### src/rtl/da2_multi.sv
// da2_multi -- multi-channel serial driver for PmodDA2-class DACs
// (DAC121S101 framing).
//
// On `update`, every channel's {2'b00, mode, value} frame is latched and
// shifted out MSB-first on its own SDATA line. All channels share one SCLK
// (generated from clk by a CLKDIV divider) and one SYNC strobe.
//
// Parameters:
//   NCH    channel count (>=1)
//   DW     DAC value width (1..12); frame width FW = DW+4
//   CLKDIV clk cycles per SCLK half-period (>=1)
//
// Ports:
//   clk     in   system clock, sole clock domain
//   rst_n   in   asynchronous active-low reset
//   update  in   frame request, level-sampled
//   chmode  in   [2*NCH-1:0]  per-channel power-down mode, ch i at [2i+1:2i]
//   value   in   [DW*NCH-1:0] per-channel DAC code, ch i at [DW*i+DW-1:DW*i]
//   SCLK    out  serial clock, idles high
//   SDATA   out  [NCH-1:0] serial data, bit i = channel i
//   SYNC    out  active-low frame strobe
//   working out  high from frame start until done
//   done    out  one-cycle pulse at end of frame plus gap
//
// Optional feature: define DA2_UPDATE_QUEUE_EN to remember one update that
// arrives while a frame is in progress and start it in the done cycle.

module da2_multi #(
  parameter int NCH    = 2,
  parameter int DW     = 12,
  parameter int CLKDIV = 4
) (
  input  logic              clk,
  input  logic              rst_n,
  input  logic              update,
  input  logic [2*NCH-1:0]  chmode,
  input  logic [DW*NCH-1:0] value,
  output logic              SCLK,
  output logic [NCH-1:0]    SDATA,
  output logic              SYNC,
  output logic              working,
  output logic              done
);

  localparam int FW   = DW + 4;
  localparam int CNTW = $clog2(FW + 1);
  localparam int DIVW = (CLKDIV > 1) ? $clog2(CLKDIV) : 1;
  localparam logic [DIVW-1:0] DIV_LAST = DIVW'(CLKDIV - 1);
  localparam logic [CNTW-1:0] CNT_LAST = CNTW'(FW - 1);

  typedef enum logic [1:0] {
    IDLE  = 2'd0,
    SHIFT = 2'd1,
    GAP   = 2'd2
  } state_t;

  state_t          state, state_nxt;
  logic [DIVW-1:0] div;
  logic [CNTW-1:0] bitcnt;
  logic            sclk_q, sclk_nxt;
  logic            done_q, done_nxt;
  logic            tick;
  logic            req;
  logic            start;
  logic            shift_en;
  logic [FW-1:0]   sr [NCH];

  assign tick    = (div == DIV_LAST);
  assign working = (state != IDLE);
  assign SYNC    = (state != SHIFT);
  assign SCLK    = sclk_q;
  assign done    = done_q;

`ifdef DA2_UPDATE_QUEUE_EN
  // One-deep pending request; further updates during a frame merge into it.
  // It can only be consumed in the done cycle, the first IDLE cycle.
  logic pend;

  always_ff @(posedge clk or negedge rst_n) begin
    if (!rst_n)                pend <= 1'b0;
    else if (start)            pend <= 1'b0;
    else if (working && update) pend <= 1'b1;
  end

  assign req = update | pend;
`else
  assign req = update;
`endif

  always_ff @(posedge clk or negedge rst_n) begin
    if (!rst_n) state <= IDLE;
    else        state <= state_nxt;
  end

  always_comb begin
    state_nxt = state;
    sclk_nxt  = sclk_q;
    done_nxt  = 1'b0;
    start     = 1'b0;
    shift_en  = 1'b0;
    case (state)
      IDLE: begin
        sclk_nxt = 1'b1;
        if (req) begin
          start     = 1'b1;
          state_nxt = SHIFT;
        end
      end
      SHIFT: begin
        if (tick) begin
          sclk_nxt = ~sclk_q;
          // Rising SCLK edge: the DAC has sampled the current bit.
          if (!sclk_q) begin
            shift_en = 1'b1;
            if (bitcnt == CNT_LAST) state_nxt = GAP;
          end
        end
      end
      GAP: begin
        sclk_nxt = 1'b1;
        if (tick) begin
          state_nxt = IDLE;
          done_nxt  = 1'b1;
        end
      end
      default: state_nxt = IDLE;
    endcase
  end

  always_ff @(posedge clk or negedge rst_n) begin
    if (!rst_n) begin
      div    <= '0;
      bitcnt <= '0;
      sclk_q <= 1'b1;
      done_q <= 1'b0;
    end else begin
      sclk_q <= sclk_nxt;
      done_q <= done_nxt;
      // Divider restarts on every tick, which also aligns the GAP period.
      if (start || state == IDLE || tick) div <= '0;
      else                                 div <= div + 1'b1;
      if (start)         bitcnt <= '0;
      else if (shift_en) bitcnt <= bitcnt + 1'b1;
    end
  end

  always_ff @(posedge clk or negedge rst_n) begin
    if (!rst_n) begin
      for (int unsigned i = 0; i < NCH; i++) sr[i] <= '0;
    end else begin
      for (int unsigned i = 0; i < NCH; i++) begin
        if (start)         sr[i] <= {2'b00, chmode[2*i +: 2], value[DW*i +: DW]};
        else if (shift_en) sr[i] <= {sr[i][FW-2:0], 1'b0};
      end
    end
  end

  always_comb begin
    SDATA = '0;
    for (int unsigned i = 0; i < NCH; i++) SDATA[i] = (state == SHIFT) & sr[i][FW-1];
  end

endmodule

### config.mk
export PLATFORM = sky130hd
export DESIGN_NAME = da2_multi
export DESIGN_NICKNAME = d
export VERILOG_FILES = /design/src/rtl/da2_multi.sv
export SDC_FILE = /design/constraint.sdc
export NUM_CORES = 1
export LEC_CHECK = 0
export BUFFER_PORTS_ARGS = -buffer_cell sky130_fd_sc_hd__buf_4
export CAP_MARGIN = 20
export CORE_MARGIN = 3
export CORE_UTILIZATION = 35
export CTS_CLUSTER_SIZE = 16
export DETAILED_ROUTE_END_ITERATION = 6
export PLACE_DENSITY = 0.58
export SKIP_LAST_GASP = 1
export SYNTH_ARGS = -nofsm -noshare
export SYNTH_HDL_FRONTEND = slang
export SYNTH_SLANG_ARGS = --single-unit
### constraint.sdc
create_clock -name clk -period 2.8 [get_ports clk]
set_input_delay 0.42 -clock clk [delete_from_list [all_inputs] [get_ports clk]]
set_output_delay 0.42 -clock clk [all_outputs]
set_load 0.02 [all_outputs]
# Word-level counts from Yosys, hierarchy flattened

Cells that the tools add are included.
W data, S select, Z words.

Output and inout port bits: 6
Word-level logic and storage cells: 53
Input bits: 31
Flip-flop bits (word level): 43

Bitwise operators: 3
Reduce and logical (&&, ||, !) cells: 9
Equality and inequality tests: 10
Add/sub/neg operators: 2
Mux-type cells: 22

Operators with widths:

| operator              | count |
|---|---|
| $mux W16              | 4 |
| $mux W2               | 6 |
| $mux W5               | 2 |
| $ne A2 B2 Y1 const B  | 5 |
| $mux W1               | 8 |
| $pmux W2 S3           | 1 |
| $reduce_bool A2 Y1    | 3 |
| $add A5 B1 Y5 const B | 1 |
| $eq A5 B4 Y1 const B  | 1 |
| $reduce_and A5 Y1     | 1 |
| $eq A2 B2 Y1 const B  | 2 |
| $add A2 B1 Y2 const B | 1 |
| $and A1 B1 Y1         | 2 |
| $eq A2 B1 Y1 const B  | 1 |
| $logic_not A2 Y1      | 1 |
| $logic_or A1 B1 Y1    | 2 |
| $ne A2 B1 Y1 const B  | 1 |
| $pmux W1 S2           | 1 |
| $reduce_and A2 Y1     | 1 |
| $reduce_or A2 Y1      | 1 |
| $not A1 Y1            | 1 |

# Depth between registers and ports, before layout

Depth in word-level cells: 5
Gate-level depth with buffers: 5
Mapped depth without buffers: 5

# Worst setup path after synthesis

No wires, ideal clock.

Path type: reg-to-reg
Start: reg sclk_q, in the netlist SCLK
End: reg bitcnt[0]
Buffers on the path: 2
Cell stages (with the launch flop): 5
Data arrival time: 1.340 ns
Required time: 2.675 ns
Setup time: 0.125 ns
Setup slack: 1.335 ns
Clock period less this slack: 1.465 ns
Cell sequence: dfstp_2 and4bb_4 buf_6 buf_6 mux2_2

Cells in the longest elaborated chain, start to end: 4

Ends and longest elaborated chain:

| item                                | line | RTL |
|---|---|---|
| start, declared                     | 60   | `logic sclk_q, sclk_nxt;` |
| start signal, assigned              | 137  | `sclk_q <= sclk_nxt;` |
| $mux W1                             | 113  | `if (!sclk_q) begin` |
| $mux W1                             | 110  | `if (tick) begin` |
| $mux W1                             | 101  | `case (state)` |
| $reduce_bool A2 Y1 (no source line) | n/a  |  |
| end signal, assigned                | 143  | `else if (shift_en) bitcnt <= bitcnt + 1'b1;` |
| end, declared                       | 59   | `logic [CNTW-1:0] bitcnt;` |

No other way between the ends.
A chain may end at the register's enable or synchronous reset.

# Final worst setup path

Start: reg div[0]
End: reg sr[16] in the netlist's numbering

Cells in the longest elaborated chain, start to end: 4

Ends and longest elaborated chain:

| item                                | line | RTL |
|---|---|---|
| start, declared                     | 58   | `logic [DIVW-1:0] div;` |
| start signal, assigned              | 141  | `else div <= div + 1'b1;` |
| $eq A2 B2 Y1                        | 68   | `assign tick = (div == DIV_LAST);` |
| $mux W1                             | 110  |  |
| $mux W1                             | 101  |  |
| $reduce_bool A2 Y1 (no source line) | n/a  |  |
| end signal, assigned by index       | 152  | `if (start) sr[i] <= {2'b00, chmode[2*i +: 2], value[DW*i +: DW]};` |
| end signal, assigned by index       | 153  | `else if (shift_en) sr[i] <= {sr[i][FW-2:0], 1'b0};` |
| end, declared                       | 66   | `logic [FW-1:0] sr [NCH];` |

No other way between the ends.

==> results_dict.tcl <==
set metrics [dict create \
    status "completed" \
    grt_setup_unrepaired "false" \
    grt_pass1_vias 1384 \
    post_cts_resized 0 \
    timing.rr.start "div[0]$_DFF_PN0_" \
    r2r_slack_ns 0.71 \
    initial_core_util_pct 36.7 \
    synth_cells 150 \
    grt_first_pass_wirelength_um 6430 \
    crit_fanout 40 \
    antenna_found_initial 0 \
    cts_hold_buf 0 \
    overflow 0 \
    cpPeakStageDelay_ns 0.64 \
    drt_wl_total_um 3670 \
    clk_pin_slew_ns 0.08 \
    die_w_um 79.7 \
    worstPathArrival_ns 2.31 \
    path_class "register to register" \
    n_antenna_cell 0 \
    drcViolationCount 0 \
    r2r_cells 5 \
    clkPwrFrac_pct 19.1 \
    postCtsSetupBuffers 0 \
    ys_ff_latch 43 \
    min_period_over_period_pct 74.6 \
    max-cap-violations 0 \
    layout_min_cycle_time_ns 2.09 \
    cts_root_buffer "clkbuf_8" \
    hold_class "primary input to async pin" \
    viasPerCell 5.16 \
    drt_first_pass_iters 4 \
    ir_worst_vdd_uv 343 \
    wire_per_inst_um 14.4 \
    h-tree-depth 2 \
    finalPower_mw 1.96 \
    drtAntennaViolNets 0 \
    syn_nets 184 \
    cellLeakagePower_nw 1.23 \
    fin_nets 218 \
    finalHoldViolCount 0 \
    worst_pin_slew_ns 0.768 \
    clock_skew_ns 0.0103 \
    cts_buffers 5 \
    crit_path_cell_trace "ha_1 > and4bb_4 > nor2_2 > buf_8 > a22o_1" \
    powerDensity_nw_per_um2 859 \
    holdWs_ns 0.113 \
    core_um2 5170 \
    crit_path_end_kind "register" \
    reg2reg_to "sr[16]$_DFFE_PN0P_" \
    slew_headroom_pct 48.7 \
    die_y_um 79.7 \
    drv_slew 0 \
    fmax_ghz 0.479 \
    combPwrFrac_pct 28.9 \
    rows 26 \
    drive_gt1_share_pct 28.1 \
    dp_hpwl_um 2480 \
    clock_path_buffers 2 \
    p_int_mw 1.37 \
    finalWeightedCongestion 0.672 \
    switching_share_pct 30.3 \
    tritoncts "done" \
    synth_area_um2 1900 \
    sequentialPowerShare_pct 52.1 \
    worstSetupStartpointType "register" \
    area_growth_pct 20.1 \
    die_area_um2 6350 \
    first_iter_violations 120 \
    grt_max_degree 44 \
    setup_violations 0 \
    slowest_stage "nor2_2" \
    netlist_top_cells_area "dfrtp_1 (55%), a22o_1 (15%), a21o_1 (9.5%), ha_1 (2.0%), inv_1 (1.8%)" \
    crit_required_ns 3.02 \
    track_usage_pct 13.0 \
    synth_seq_area_share_pct 56.7 \
    yosysWarnings 0 \
    ioPinCount 37 \
    insertion_delay_ns 0.29 \
    tns_ns 0 \
    switching_power_uw 594 \
    port_buffers 36 \
    clkSinkCount 43 \
    synth_top_area_share_pct 55.3 \
    num_vias 1316 \
    yosysTopAreaCell "dfrtp_1" \
    synth.distinct_cells 28 \
    synth_area_per_cell_um2 12.7 \
]
[Yosys cell counts (all sizes together)]
master	count
a22o	32
nand2b	1
and3	5
a31o	3
nor3b	1
o21ai	1
or3	1
nand3b	1
a21o	24
mux2	1
inv	9
ha	3
nor3	3
a221o	1
a211oi	2
dfstp	1
buf	11
nand2	1
and4bb	1
nor2	3
o22ai	1
nand3	1
a221oi	1
dfrtp	42
[cell type report]
cell class | count | area, µm²
Multi-Input combinational cell | 87 | 711
Clock buffer | 7 | 76.3
Timing Repair Buffer | 38 | 293
Clock inverter | 1 | 5.00
Inverter | 9 | 33.8
Sequential cell | 43 | 1080
Tap cell | 70 | 87.6
Fill cell | 501 | 2890
[registers in the layout (all words and copies together) (netlist names)]
signal	cells
SCLK	1
bitcnt	5
div	2
done	1
sr	32
state	2
[metrics by stage]
stage	area, µm²	std cells	setup WS (ns)	util (%)
2_1_floorplan	1900	150	1.33	-
3_3_place_gp	2190	246	0.481	42.3
3_5_place_dp	2200	247	0.693	42.6
4_1_cts	2280	255	0.678	44.1
5_1_grt	2280	255	0.496	44.1
6_report	2280	255	0.710	44.1
[how the worst max path moves through the flow]
stage	startpoint	to	slack (ns)	depth (start not counted)
5_1_grt	div[0]$_DFF_PN0_	sr[16]$_DFFE_PN0P_	0.50	5
6_report	div[0]$_DFF_PN0_	sr[16]$_DFFE_PN0P_	0.71	5
3_5_place_dp	div[0]$_DFF_PN0_	sr[16]$_DFFE_PN0P_	0.69	5
2_1_floorplan	SCLK$_DFFE_PN1P_	bitcnt[0]$_DFFE_PN0P_	1.33	4
4_1_cts	div[0]$_DFF_PN0_	sr[16]$_DFFE_PN0P_	0.68	5
3_3_place_gp	div[0]$_DFF_PN0_	bitcnt[0]$_DFFE_PN0P_	0.48	4
[worst max-delay path, delay by kind of cell (launching register included)]
family,cells,cell delay [ns]
and+or+nand+nor,2,1.00
AOI/OAI and AO/OA,1,0.14
DFF,1,0.39
adders and majority gates,1,0.25
buffers and inverters,1,0.24
[kinds of logic after synthesis]
logic type,share of synthesized area [%]
adder cells (fa/ha/maj),1.98
AO/OA/AOI/OAI,28.3
buffers and inverters,5.92
multiplexers,0.592
AND/OR/NAND/NOR,6.52
flip-flops,56.7
[metal layers]
layer	up-vias	routed length, µm	GRT usage (%)
li1	628	-	-
met5	-	0	0
met1	653	1750	17.5
met3	5	230	4.74
met2	30	1650	19.9
met4	0	32	3.09
[cell usage in the layout (no fill, tap or decap), types with 2 or more instances in the layout]
cell	synthesis	final
inv_1	9	9
nor2_1	2	2
a211oi_1	2	2
a22o_1	32	32
and3_1	5	5
clkbuf_1	0	2
dfrtp_1	42	42
a21o_1	24	24
nor3_1	3	3
clkbuf_8	0	5
ha_1	3	3
a31o_2	2	2
buf_4	2	37
[power groups by stage]
stage / Combinational (mW) / Sequential, mW / Clock (mW)
finish: 0.567 / 1.02 / 0.374
global route: 0.640 / 1.06 / 0.419
CTS: 0.580 / 1.02 / 0.391
detailed placement: 0.578 / 1.03 / 0
global placement: 0.543 / 1.02 / 0
floorplan: 0.440 / 0.996 / 0
(Power assumes the default switching activity.)
